`config.mk`:
```
export PLATFORM = sky130hd
export DESIGN_NAME = bcd2_to_bin_conv_flat
export DESIGN_NICKNAME = d
export VERILOG_FILES = /design/src/rtl/bcd2_to_bin_conv_pkg.sv /design/src/rtl/bcd2_to_bin_conv_if.sv /design/src/rtl/bcd2_to_bin_conv_bcd_nibble_check.sv /design/src/rtl/bcd2_to_bin_conv.sv /design/src/flat_wrapper.sv
export SDC_FILE = /design/constraint.sdc
export NUM_CORES = 1
export LEC_CHECK = 0
export ABC_AREA = 1
export ABC_CLOCK_PERIOD_IN_PS = 1420
export CORE_ASPECT_RATIO = 1.25
export CORE_MARGIN = 2
export CORE_UTILIZATION = 35
export DETAILED_ROUTE_END_ITERATION = 10
export PLACE_DENSITY_LB_ADDON = 0.12
export SETUP_SLACK_MARGIN = 0.2
export SYNTH_ARGS = -nofsm -noshare
export SYNTH_HDL_FRONTEND = slang
export SYNTH_HIERARCHICAL = 1
export SYNTH_SLANG_ARGS = --single-unit
export TNS_END_PERCENT = 50
```
`constraint.sdc`:
```
create_clock -name clk -period 1.42 [get_ports clk]
set_input_delay 0.284 -clock clk [delete_from_list [all_inputs] [get_ports clk]]
set_output_delay 0.284 -clock clk [all_outputs]
set_load 0.01 [all_outputs]
```
`src/rtl/bcd2_to_bin_conv_pkg.sv`:
```
// bcd2_to_bin_conv_pkg: shared state encoding and constants for the BCD-to-binary converter.
// Revision: 1.0
`default_nettype none

package bcd2_to_bin_conv_pkg;

    typedef enum logic [2:0] {
        IDLE  = 3'd0,
        CHECK = 3'd1,
        ADD2  = 3'd2,
        ADD0  = 3'd3,
        RANGE = 3'd4
    } bcd2_state_t;

    localparam logic [3:0] BCD_DIGIT_MAX = 4'd9;
    localparam int         BCD2_ACC_W    = 7;

    // Preload limits for the seconds/minutes counters and the hours counter.
    localparam int MAX_VAL_SEC_MIN = 59;
    localparam int MAX_VAL_HOURS   = 23;

endpackage

`default_nettype wire

```
`src/rtl/bcd2_to_bin_conv_if.sv`:
```
// bcd2_to_bin_conv_if: start/done handshake between a BCD source and the converter.
// Revision: 1.0
`default_nettype none

interface bcd2_to_bin_conv_if #(
    parameter int N = 6
);
    logic         start;
    logic [3:0]   digit1;
    logic [3:0]   digit0;
    logic         busy;
    logic         done;
    logic [N-1:0] bin_out;
    logic         err;

    modport master (
        output start, digit1, digit0,
        input  busy, done, bin_out, err
    );

    modport slave (
        input  start, digit1, digit0,
        output busy, done, bin_out, err
    );
endinterface

`default_nettype wire

```
`src/rtl/bcd2_to_bin_conv_bcd_nibble_check.sv`:
```
// bcd_nibble_check: flags whether a 4-bit nibble is a legal BCD digit (0-9).
// Revision: 1.0
`default_nettype none

module bcd_nibble_check
    import bcd2_to_bin_conv_pkg::*;
(
    input  logic [3:0] nibble,
    output logic       valid
);
    assign valid = (nibble <= BCD_DIGIT_MAX);
endmodule

`default_nettype wire

```
`src/rtl/bcd2_to_bin_conv.sv`:
```
// bcd2_to_bin_conv: 4-clock sequential two-digit BCD-to-binary converter with range flagging.
// Build option BCD_SATURATE_EN clamps out-of-range results to MAX_VAL instead of 0. Revision: 1.0
`default_nettype none

module bcd2_to_bin_conv
    import bcd2_to_bin_conv_pkg::*;
#(
    parameter int N       = 6,
    parameter int MAX_VAL = MAX_VAL_SEC_MIN
) (
    input  logic                  clk,
    input  logic                  reset,
    bcd2_to_bin_conv_if.slave     bus
);
    localparam logic [BCD2_ACC_W-1:0] MAX_ACC = BCD2_ACC_W'(MAX_VAL);

    bcd2_state_t           state, state_next;
    logic [BCD2_ACC_W-1:0] acc, acc_next;
    logic [3:0]            d1, d1_next;
    logic [3:0]            d0, d0_next;
    logic [N-1:0]          bin_q, bin_next;
    logic                  err_q, err_next;
    logic                  done_q, done_next;
    logic                  d1_ok, d0_ok;

    bcd_nibble_check u_chk_d1 (.nibble(d1), .valid(d1_ok));
    bcd_nibble_check u_chk_d0 (.nibble(d0), .valid(d0_ok));

    always_ff @(posedge clk or posedge reset) begin
        if (reset) begin
            state  <= IDLE;
            acc    <= '0;
            d1     <= '0;
            d0     <= '0;
            bin_q  <= '0;
            err_q  <= 1'b0;
            done_q <= 1'b0;
        end else begin
            state  <= state_next;
            acc    <= acc_next;
            d1     <= d1_next;
            d0     <= d0_next;
            bin_q  <= bin_next;
            err_q  <= err_next;
            done_q <= done_next;
        end
    end

    // acc = d1*8 + d1*2 + d0, built across ADD2/ADD0 so no multiplier is needed.
    always_comb begin
        state_next = state;
        acc_next   = acc;
        d1_next    = d1;
        d0_next    = d0;
        bin_next   = bin_q;
        err_next   = err_q;
        done_next  = 1'b0;
        case (state)
            IDLE: begin
                if (bus.start) begin
                    d1_next    = bus.digit1;
                    d0_next    = bus.digit0;
                    state_next = CHECK;
                end
            end
            CHECK: begin
                if (!(d1_ok && d0_ok)) begin
                    bin_next   = '0;
                    err_next   = 1'b1;
                    done_next  = 1'b1;
                    state_next = IDLE;
                end else begin
                    acc_next   = {d1, 3'b000};
                    state_next = ADD2;
                end
            end
            ADD2: begin
                acc_next   = acc + {2'b00, d1, 1'b0};
                state_next = ADD0;
            end
            ADD0: begin
                acc_next   = acc + {3'b000, d0};
                state_next = RANGE;
            end
            RANGE: begin
                if (acc <= MAX_ACC) begin
                    bin_next = acc[N-1:0];
                    err_next = 1'b0;
                end else begin
`ifdef BCD_SATURATE_EN
                    bin_next = N'(MAX_VAL);
`else
                    bin_next = '0;
`endif
                    err_next = 1'b1;
                end
                done_next  = 1'b1;
                state_next = IDLE;
            end
            default: state_next = IDLE;
        endcase
    end

    assign bus.busy    = (state != IDLE);
    assign bus.done    = done_q;
    assign bus.bin_out = bin_q;
    assign bus.err     = err_q;

endmodule

`default_nettype wire

```
`src/flat_wrapper.sv`:
```
// flat-port wrapper written by rule: the top's interface ports become plain ports
module bcd2_to_bin_conv_flat import bcd2_to_bin_conv_pkg::*;
#(
    parameter int N       = 6,
    parameter int MAX_VAL = MAX_VAL_SEC_MIN
)
  (clk, reset, bus_start, bus_digit1, bus_digit0, bus_busy, bus_done, bus_bin_out, bus_err);
  bcd2_to_bin_conv_if #(.N(N)) bus_i ();
  input  logic clk;
  input  logic reset;
  input wire logic [$bits(bus_i.start)-1:0] bus_start;
  input wire logic [$bits(bus_i.digit1)-1:0] bus_digit1;
  input wire logic [$bits(bus_i.digit0)-1:0] bus_digit0;
  output wire logic [$bits(bus_i.busy)-1:0] bus_busy;
  output wire logic [$bits(bus_i.done)-1:0] bus_done;
  output wire logic [$bits(bus_i.bin_out)-1:0] bus_bin_out;
  output wire logic [$bits(bus_i.err)-1:0] bus_err;
  assign bus_i.start = bus_start;
  assign bus_i.digit1 = bus_digit1;
  assign bus_i.digit0 = bus_digit0;
  assign bus_busy = bus_i.busy;
  assign bus_done = bus_i.done;
  assign bus_bin_out = bus_i.bin_out;
  assign bus_err = bus_i.err;
  bcd2_to_bin_conv #(.N(N), .MAX_VAL(MAX_VAL)) u_core (.clk(clk), .reset(reset), .bus(bus_i));
endmodule
```
==> results.yml <==
outcome:
  status: "finished with violations"
  violations: "setup timing"
routing:
  post-route-drc-count: 0
  route.detailed.vias_per_inst: 4.646
  drt_pass1_iterations: 4
  drt_iter0_drc: 49
  routed_wl_um: 3698
  wl_per_cell_um: 11.89
  final_antenna_net_count: 0
  dr_total_vias: 1445
die:
  die_height_um: 79.07
  std_cell_rows: 27
  pin_count: 20
  fp.coreArea_mm2: 0.004358
  die_area_mm2: 0.005064
  initial_core_utilization_pct: 36.20
  fp.dieW_um: 64.05
synthesis:
  average_size_of_a_mapped_cell_um2: 8.133
  syn-instance-count: 194
  area_of_the_mapped_netlist_mm2: 0.001578
  ys_warnings: 6
  ys_seq_elements: 26
  synth_nets: 215
  netlist-cell-type-count: 26
  ys_seq_area_share_pct: 41.24
pwr:
  peakVddDrop_mv: 0.9978
  power_leakage_nw: 1.129
  fin_total_pwr_mw: 5.356
  power_density_mw_per_mm2: 2355
clocking:
  clk_path_buf_depth: 2
  clock_tree.root_cell: "sky130_fd_sc_hd__clkbuf_8"
  cts.reportedPaths.clkPinSlew_ps: 90
  cts-buffers-inserted: 3
  cts_sinks: 26
  cts.htree.levels: 1
  worst_skew_pair.late_latency_ps: 270
  cts_tree: "done"
global_routing:
  globalRoute.totalOverflow: 0
  grt_use_total_pct: 16.43
  maximum_number_of_pins_on_one_net_before_global_route_repair: 27
  via_count_of_the_first_global_routing_pass: 1510
  antenna_found_initial: 0
  grt_pass1_wl_um: 6637
layout:
  drive_above_1_share_pct: 36.36
  antennaDiodeCount: 0
  final_common_cell: "sky130_fd_sc_hd__nand2_1"
  layout.nets: 275
  mostFrequentLayoutCells: "sky130_fd_sc_hd__nand2_1 (53), sky130_fd_sc_hd__buf_4 (34), sky130_fd_sc_hd__dfrtp_1 (25)"
  fillers: 422
  final_area_mm2: 0.002275
  area_growth_synth_to_finish_pct: 44.17
  finish.utilization_pct: 52.20
flow_run:
  timing.max_cap.violations: 0
setup_path:
  crit_path_start_kind: "flop"
  critical_path_class: "reg2reg"
  regToRegSetupSlack_ps: -230
  critical_path.endpoint_type: "flop"
  worst-path-max-fanout: 3
  r2r_end: "u_core/acc[5]"
  crit_required_ps: 1620
  crit_arrival_ps: 1840
  r2r_cells: 10
  rr_startpoint: "u_core/acc[1]"
min_path:
  min_path_type: "in2async"
timing:
  final-hold-violation-count: 0
  max_slew_margin_pct: 74.12
  final.setup.worst_slack_ps: -226.3
  holdWs_ps: 330.6
  final-max-slew-violation-count: 0
  highest_clock_rate_mhz: 607.4
  setup-violations-final: 6
  skew_ps: 5.345
  timing.final.crit_period_ps: 1646
  grt_setup_unrepaired: "true"
  timing.final.crit_share_pct: 115.9
  worstMarginPinSlew_ps: 388.1
place:
  hpwl_um: 2880
  portBuffers: 19
  gpl.final_weighted_congestion: 0.7928
  placed_cell_area_mm2: 0.002037
cell families (layout without fill, tap and decap cells):
family / after synthesis / in the layout / share of synthesized area [%]
simple gates: 104 / 104 / 30.37
buf+inv: 29 / 88 / 7.058
flops: 26 / 26 / 41.24
compound gates: 19 / 19 / 8.169
fa+ha+maj: 10 / 10 / 8.882
mux: 6 / 6 / 4.282
metal layers:
layer  wire length, um  GRT usage (%)
met5                 0              0
met4                25          4.565
met3                84          2.125
met2              1944          30.31
met1              1644          19.75
worst max path at each step:
stage | from | endpoint | slack, ps | cells past startpoint
2_1_floorplan | u_core/acc[1] | u_core/acc[5] | -80 | 10
3_3_place_gp | u_core/acc[1] | u_core/acc[5] | -200 | 9
3_5_place_dp | u_core/acc[1] | u_core/acc[5] | -230 | 10
4_1_cts | u_core/acc[1] | u_core/acc[5] | -220 | 9
5_1_grt | u_core/acc[1] | u_core/acc[5] | -330 | 10
6_report | u_core/acc[1] | u_core/acc[5] | -230 | 10
power breakdown:
part / leakage (nW) / internal, mW / total, mW / switching (mW)
clock network: 0.0357 / 0.377 / 0.616 / 0.239
registers: 0.319 / 1.05 / 1.34 / 0.288
logic: 0.774 / 1.63 / 3.40 / 1.77
total: 1.13 / 3.06 / 5.36 / 2.30
metrics by stage:
stage                     TNS (ps)  std cells  setup slack [ps]
after global routing         -1910        311            -332.4
after floorplan             -252.0        194            -83.73
after global placement      -954.1        291            -199.5
after detailed placement     -1103        291            -225.7
after CTS                   -825.7        305            -215.9
final                       -823.4        311            -226.3
timing repair:
item / 4_1_cts / 5_1_grt
resized for setup: 27 / 20
endpoints found under the setup margin: 29 / 30
buffers inserted: 10 / 6
pin swaps: 6 / 13
hold buffers: 0 / 0
flip-flops by register name, summed over array words and instances, names as in the netlist:
| name | flops |
|---|---|
| u_core/d0 | 4 |
| u_core/bus.done | 1 |
| u_core/bus.bin_out | 6 |
| u_core/d1 | 4 |
| u_core/state | 3 |
| u_core/bus.err | 1 |
| u_core/acc | 7 |
Yosys cell counts, drive strengths merged:
cell / n / area share [%]
a22o: 1 / 0.56
mux2: 6 / 4.3
nand3: 20 / 7.8
nor2: 18 / 5.7
a21oi: 10 / 3.2
fa: 2 / 2.5
o31ai: 1 / 0.48
o21ai: 4 / 1.3
a311oi: 1 / 1.7
or2: 1 / 0.40
inv: 29 / 7.1
o311ai: 1 / 0.56
o211ai: 1 / 0.48
nor3: 1 / 0.32
nand4: 2 / 0.79
ha: 8 / 6.3
nand2: 60 / 14
nand3b: 2 / 0.95
dfrtp: 26 / 41
layout make-up:
type	count	area [um2]	area share [%]
inverter	29	113.9	5.005
timing repair buffer	55	457.9	20.13
multi-input combinational	139	907.1	39.88
clock inverter	1	30.03	1.320
sequential	26	651.9	28.66
clock buffer	3	41.29	1.815
tap	58	72.57	3.190
critical path, cell delays in order, from the launching register on:
cell and delay (ps):
sky130_fd_sc_hd__dfrtp_1 410, sky130_fd_sc_hd__ha_2 210, sky130_fd_sc_hd__inv_2 40, sky130_fd_sc_hd__fa_2 350, sky130_fd_sc_hd__inv_2 70, sky130_fd_sc_hd__nand3_2 80
sky130_fd_sc_hd__nand3_2 80, sky130_fd_sc_hd__nand2_1 40, sky130_fd_sc_hd__nor2_1 100, sky130_fd_sc_hd__nor2_1 50, sky130_fd_sc_hd__a21oi_1 130
No activity file was read; power rests on OpenSTA's default activity.
